## config.mk

```make
export PLATFORM = sky130hd
export DESIGN_NAME = std_fifo_ctrl
export DESIGN_NICKNAME = d
export VERILOG_FILES = /design/src/rtl/std_fifo_ctrl.sv
export SDC_FILE = /design/constraint.sdc
export NUM_CORES = 1
export LEC_CHECK = 0
export BUFFER_PORTS_ARGS = -buffer_cell sky130_fd_sc_hd__clkbuf_2
export CAP_MARGIN = 20
export CORE_UTILIZATION = 49
export CTS_BUF_LIST = sky130_fd_sc_hd__clkbuf_16
export CTS_CLUSTER_DIAMETER = 40
export DETAILED_ROUTE_END_ITERATION = 7
export PLACE_DENSITY = 0.76
export SYNTH_ARGS = -nofsm -noshare
export SYNTH_HDL_FRONTEND = slang
export SYNTH_SLANG_ARGS = --single-unit
```

## constraint.sdc

```tcl
create_clock -name i_clk -period 3.4 [get_ports i_clk]
set_input_delay 0.34 -clock i_clk [delete_from_list [all_inputs] [get_ports i_clk]]
set_output_delay 0.34 -clock i_clk [all_outputs]
set_load 0.05 [all_outputs]
```

## src/rtl/std_fifo_ctrl.sv

```systemverilog
// FIFO pointer/occupancy controller for an external dual-port RAM.
// Generates RAM enables and addresses, occupancy flags and read-data-valid.
module std_fifo_ctrl #(
    parameter int WORD_SIZE         = 8,
    parameter int ADDRESS_WIDTH     = (WORD_SIZE >= 2) ? $clog2(WORD_SIZE) : 1,
    parameter int COUNT_WIDTH       = $clog2(WORD_SIZE + 1),
    parameter int ALMOST_FULL_LEVEL = WORD_SIZE - 1,
    parameter int BUFFER_OUT        = 1
) (
    input  logic                     i_clk,
    input  logic                     i_rst,
    input  logic                     i_clr,
    input  logic                     i_push,
    input  logic                     i_pop,
    output logic                     o_full,
    output logic                     o_empty,
    output logic                     o_almost_full,
    output logic [COUNT_WIDTH-1:0]   o_count,
    output logic                     o_ram_we,
    output logic [ADDRESS_WIDTH-1:0] o_ram_waddr,
    output logic                     o_ram_re,
    output logic [ADDRESS_WIDTH-1:0] o_ram_raddr,
    output logic                     o_rdata_valid
);

    localparam logic [ADDRESS_WIDTH-1:0] LAST_ADDR  = ADDRESS_WIDTH'(WORD_SIZE - 1);
    localparam logic [ADDRESS_WIDTH-1:0] ADDR_ONE   = ADDRESS_WIDTH'(1);
    localparam logic [COUNT_WIDTH-1:0]   FULL_COUNT = COUNT_WIDTH'(WORD_SIZE);
    localparam logic [COUNT_WIDTH-1:0]   AF_COUNT   = COUNT_WIDTH'(ALMOST_FULL_LEVEL);
    localparam logic [COUNT_WIDTH-1:0]   COUNT_ONE  = COUNT_WIDTH'(1);

    logic [ADDRESS_WIDTH-1:0] wptr_q, wptr_d;
    logic [ADDRESS_WIDTH-1:0] rptr_q, rptr_d;
    logic [COUNT_WIDTH-1:0]   count_q, count_d;
    logic                     push_ok;
    logic                     pop_ok;

    // Flags come from the registered count only, so full/empty never see
    // this cycle's request and push/pop acceptance has no combinational loop.
    assign o_count       = count_q;
    assign o_empty       = (count_q == '0);
    assign o_full        = (count_q == FULL_COUNT);
    assign o_almost_full = (count_q >= AF_COUNT);

    assign push_ok = i_push && !o_full  && !i_clr;
    assign pop_ok  = i_pop  && !o_empty && !i_clr;

    assign o_ram_we    = push_ok;
    assign o_ram_waddr = wptr_q;
    assign o_ram_re    = pop_ok;
    assign o_ram_raddr = rptr_q;

    // NOTE: every next-state signal gets its default first, so no path
    // through this block leaves a value unassigned and no latch is inferred.
    always_comb begin
        wptr_d  = wptr_q;
        rptr_d  = rptr_q;
        count_d = count_q;
        if (i_clr) begin
            wptr_d  = '0;
            rptr_d  = '0;
            count_d = '0;
        end else begin
            if (push_ok) wptr_d = (wptr_q == LAST_ADDR) ? '0 : wptr_q + ADDR_ONE;
            if (pop_ok)  rptr_d = (rptr_q == LAST_ADDR) ? '0 : rptr_q + ADDR_ONE;
            unique case ({push_ok, pop_ok})
                2'b10:   count_d = count_q + COUNT_ONE;
                2'b01:   count_d = count_q - COUNT_ONE;
                default: count_d = count_q;
            endcase
        end
    end

    // NOTE: state registers use non-blocking assignments so every flop
    // samples pre-edge values. Only pointers and count are reset; the RAM
    // itself lives outside this block and keeps its contents.
    always_ff @(posedge i_clk or negedge i_rst) begin
        if (!i_rst) begin
            wptr_q  <= '0;
            rptr_q  <= '0;
            count_q <= '0;
        end else begin
            wptr_q  <= wptr_d;
            rptr_q  <= rptr_d;
            count_q <= count_d;
        end
    end

    generate
        if (BUFFER_OUT != 0) begin : g_registered_read
            logic rvalid_q;
            // pop_ok is already forced low by i_clr, so clear needs no extra term.
            always_ff @(posedge i_clk or negedge i_rst) begin
                if (!i_rst) rvalid_q <= 1'b0;
                else        rvalid_q <= pop_ok;
            end
            assign o_rdata_valid = rvalid_q;
        end else begin : g_comb_read
            assign o_rdata_valid = pop_ok;
        end
    endgenerate

endmodule

```

### Word-level counts from Yosys, hierarchy flattened

Cells that the tools add are included.

* output and inout port bits: 16
* input bits: 5
* register bits after elaboration: 11
* logic and storage cells: 33

* eq/ne operators: 5
* multiplexer cells: 8
* reduce and logical (&&, ||, !) cells: 11
* order comparisons: 1
* $add $sub $neg: 4

Operators with widths (number)
* $mux 3: 6
* $pmux 4 s2: 1
* $add 3x1->3 const B: 2
* $eq 3x3->1 const B: 2
* $add 4x1->4 const B: 1
* $eq 4x4->1 const B: 1
* $ge 4x3->1 const B: 1
* $logic_and 1x1->1: 4
* $logic_not 4->1: 1
* $mux 4: 1
* $reduce_bool 2->1: 2
* $sub 4x1->4 const B: 1
* $logic_not 1->1: 3
* $reduce_bool 3->1: 1
* $eq 2x1->1 const B: 1
* $eq 2x2->1 const B: 1

### Longest topological paths before layout

* word-level depth: 7
* gate-level depth with buffers: 10
* depth with buffers taken out: 8

### Worst setup path before layout

Ideal clock, no wire load.

* path kind: register to register
* start: reg count_q[3], in the netlist o_count[3]
* end: reg count_q[3], in the netlist o_count[3]
* data required time: 3.268 ns
* path slack: 0.193 ns
* path buffers: 1
* setup time: 0.132 ns
* arrival: 3.075 ns
* clock period less this slack: 3.207 ns
* stages on the path, launching flop included: 10
* cells stage by stage: dfrtp_1 -> buf_2 -> o41ai_4 -> nor2_1 -> and2_1 -> ha_1 -> a21o_2 -> a21oi_1 -> nor3b_1 -> or3b_1

* word-level cells in the longest chain between the ends: 7
* elaborated cells on any way between the ends: 15
* classes of those cells: add/sub (2); eq/ne (3); mux (2); reduce/logical (8)

Ends and longest elaborated chain
* from (decl): line 34 `logic [COUNT_WIDTH-1:0] count_q, count_d;`
* from (signal assigned): line 85 `count_q <= count_d;`
* $logic_not 4->1 *: line 41 `assign o_empty = (count_q == '0);`
* $logic_not 1->1 *: line 46 `assign pop_ok = i_pop && !o_empty && !i_clr;`
* $logic_and 1x1->1 * (2 in series): line 46
* via o_ram_re: line 21 `output logic o_ram_re,`
* $eq 2x1->1 or $eq 2x2->1 (tied branches): line 66 `unique case ({push_ok, pop_ok})`
* $pmux 4 s2: line 66
* $mux 4: line 59 `if (i_clr) begin`

Mark *: on every way through the listed nets, which the timed path passes. The rest lies on a longest branch.
A chain may end at the register's enable or synchronous reset.

### Worst setup path after layout

* start: reg count_q[1], in the netlist o_count[1]
* end: reg count_q[3], in the netlist o_count[3]

* word-level cells in the longest chain between the ends: 7
* elaborated cells on any way between the ends: 15
* classes of those cells: add/sub (2); eq/ne (3); mux (2); reduce/logical (8)

Ends and longest elaborated chain (line)
* $eq 4x4->1 or $logic_not 4->1 (tied branches): 42, 41
* $logic_not 1->1, on equally long branches: 45, 46
* $logic_and 1x1->1, on equally long branches (2 in series): 45, 46
* $eq 2x1->1 or $eq 2x2->1 (tied branches): 66
* $pmux 4 s2: 66
* $mux 4: 59

Parallel ways exist; a longest one is shown, timed or not.

==> flow_summary.json <==
{
  "status": "completed",
  "coreArea_um2": 1350,
  "first_pass_iters": 4,
  "hold_viol": 0,
  "area_growth_pct": 25.5,
  "grt_max_degree": 15,
  "avgSynthCellArea_um2": 10.3,
  "slew_violations": 0,
  "htreeDepth": 1,
  "detail_route.wirelength_mm": 1.56,
  "syn-num-nets": 83,
  "post-place-ws_ns": 0.544,
  "fp.dieArea_um2": 1650,
  "slew_headroom": 0.721,
  "r2r_cells": 8,
  "die_w_um": 40.6,
  "yosysWarnings": 0,
  "crit_required_ns": 3.58,
  "final_common_cell": "clkbuf_2",
  "hold_start": "i_push",
  "track_usage": 0.230,
  "setup_viol_count_final": 0,
  "maxCapViolCount": 0,
  "clk_path_buf_depth": 2,
  "cts_buffers": 3,
  "crit_path_max_incr_delay_ns": 0.69,
  "io_pins": 21,
  "r2r_slack_ns": 0.51,
  "ys_types": 30,
  "fin_ws_ns": 0.513,
  "place_congestion": 0.742,
  "p_leak_nw": 0.489,
  "powerDensity_nw_per_um2": 1070,
  "r2r-end": "o_count[3]",
  "min_period_over_period": 0.849,
  "path_class": "reg2reg",
  "die_y_um": 40.6,
  "ant_nets": 0,
  "clk_transition_reported_paths_ns": 0.04,
  "worstPathArrival_ns": 3.06,
  "syn_inst": 71,
  "cts_sinks": 11,
  "worstSetupStartpointType": "flop",
  "ir_worst_vdd_mv": 0.584,
  "clock_latency_ns": 0.24,
  "crit_path_cell_trace": "or4b_1 > nand2_1 > and2_1 > ha_1 > a21o_2 > a2111oi_0 > mux2i_1 > or3b_1",
  "port_buffers": 20,
  "num_rows": 13,
  "mostFrequentLayoutCells": "20 x clkbuf_2, 11 x dfrtp_1, 9 x nor2_1, 6 x a21oi_1, 6 x ha_1",
  "cts_tree": "yes",
  "max_freq_ghz": 0.346,
  "reg2reg_from": "o_count[1]",
  "rsz0062_at_grt": "false",
  "slowest_stage": "or4b_1",
  "whs_ns": 0.457,
  "yosysSeqAreaShare": 0.377,
  "min_period_ns": 2.89,
  "synth-seq-cells": 11,
  "critPathCaptureType": "flop",
  "initial_core_util": 0.541,
  "tns_ns": 0,
  "antenna_found_initial": 0,
  "drt_iter0_drc": 11,
  "nets": 105,
  "path_max_fanout": 10,
  "skew_ns": 0.000611,
  "route.detailed.drc": 0,
  "vias_per_cell": 5.55,
  "first_global_vias": 545,
  "diodes": 0,
  "worstMarginPinSlew_ns": 0.408,
  "num_vias": 594,
  "drive_above_1_share": 0.326,
  "hold_depth": 3,
  "grt-ovfl-total": 0,
  "wl_per_cell_um": 14.5,
  "syn-cell-area_um2": 731,
  "cts-root-buf": "clkbuf_16",
  "hold_end": "o_ram_waddr[2]",
  "hp-class": "in2reg",
  "grt_pass1_wl_mm": 2.46
}
==> worst max-delay path by stage <==
stage | start | endpoint | slack [ns] | cells after the start
CTS | o_count[1] | o_count[3] | 0.52 | 8
floorplan | o_count[3] | o_count[3] | 0.19 | 9
global route | o_count[1] | o_count[3] | 0.26 | 8
global placement | o_count[1] | o_count[3] | 0.65 | 8
finish | o_count[1] | o_count[3] | 0.51 | 8
detailed placement | o_count[1] | o_count[3] | 0.54 | 8
==> Yosys cell counts, drive strengths merged <==
cell     instances  share of area
dfrtp           11           0.38
o311a            1          0.015
inv              1         0.0051
a21oi            6          0.041
nor2             9          0.046
ha               6           0.10
xor2             1          0.012
nand2b           1         0.0086
nor3             1         0.0068
a211oi           3          0.038
a21o             1          0.012
or4b             1          0.014
o41ai            1          0.038
xnor2            2          0.024
fa               1          0.027
nand2            4          0.021
a2111oi          1          0.012
and2             1         0.0086
nor4             2          0.017
nand3            3          0.027
a31o             1          0.012
or3              1         0.0086
mux2i            4          0.055
buf              3          0.029
clkbuf           2          0.010
or3b             1          0.012
nor3b            2          0.021
==> sequential cells by signal, summed over array words and instances (netlist names) <==
register       flops
o_rdata_valid      1
o_ram_raddr        3
o_ram_waddr        3
o_count            4
==> area by class of cell <==
cell class | instances | area, um2
clock buffer | 3 | 75.1
fill | 110 | 433
clock inverter | 1 | 3.75
inverter | 1 | 3.75
sequential | 11 | 275
tap | 15 | 18.8
multi-input combinational | 54 | 423
timing repair buffer | 22 | 118
==> kinds of logic (layout without fill, tap and decap cells) <==
group,Yosys count,count (layout),share of synthesized area
simple gates,26,26,0.190
xor+xnor,3,3,0.0360
flops,11,11,0.377
compound gates,14,14,0.168
mux,4,4,0.0548
fa+ha+maj,7,7,0.130
buf+inv,6,27,0.0445
==> metal layers <==
| layer | GRT usage | routed length, um |
|---|---|---|
| met1 | 0.309 | 764 |
| met2 | 0.341 | 730 |
| met3 | 0.0489 | 47 |
| met4 | 0.125 | 12 |
| met5 | 0 | 0 |
==> power breakdown <==
| group | switching [mW] | total (mW) | internal [mW] | leakage, nW |
|---|---|---|---|---|
| sequential | 0.0801 | 0.246 | 0.166 | 0.148 |
| combinational | 0.363 | 0.528 | 0.165 | 0.299 |
| clock | 0.0565 | 0.211 | 0.154 | 0.0423 |
==> critical path: cells and delay by family (launching register included) <==
kind | cells | cell delay, ns
flip-flops | 1 | 0.51
AND/OR/NAND/NOR | 4 | 1.27
adder cells (fa/ha/maj) | 1 | 0.25
multiplexers | 1 | 0.13
AO/OA/AOI/OAI | 2 | 0.67
==> what timing repair did <==
item / CTS / global route
buffers inserted: 0 / 0
resized for setup: 0 / 0
hold buffers: 1 / 0
endpoints found under the hold margin: 11 / 0
==> per-stage QoR <==
stage,area (um2),std cells,power (mW),utilization
4_1_cts,917,107,0.990,0.679
2_1_floorplan,731,71,0.670,-
3_3_place_gp,828,102,0.762,0.614
3_5_place_dp,828,102,0.769,0.614
6_report,917,107,0.984,0.679
5_1_grt,917,107,1.05,0.679
No activity file was read; power rests on OpenSTA's default activity.
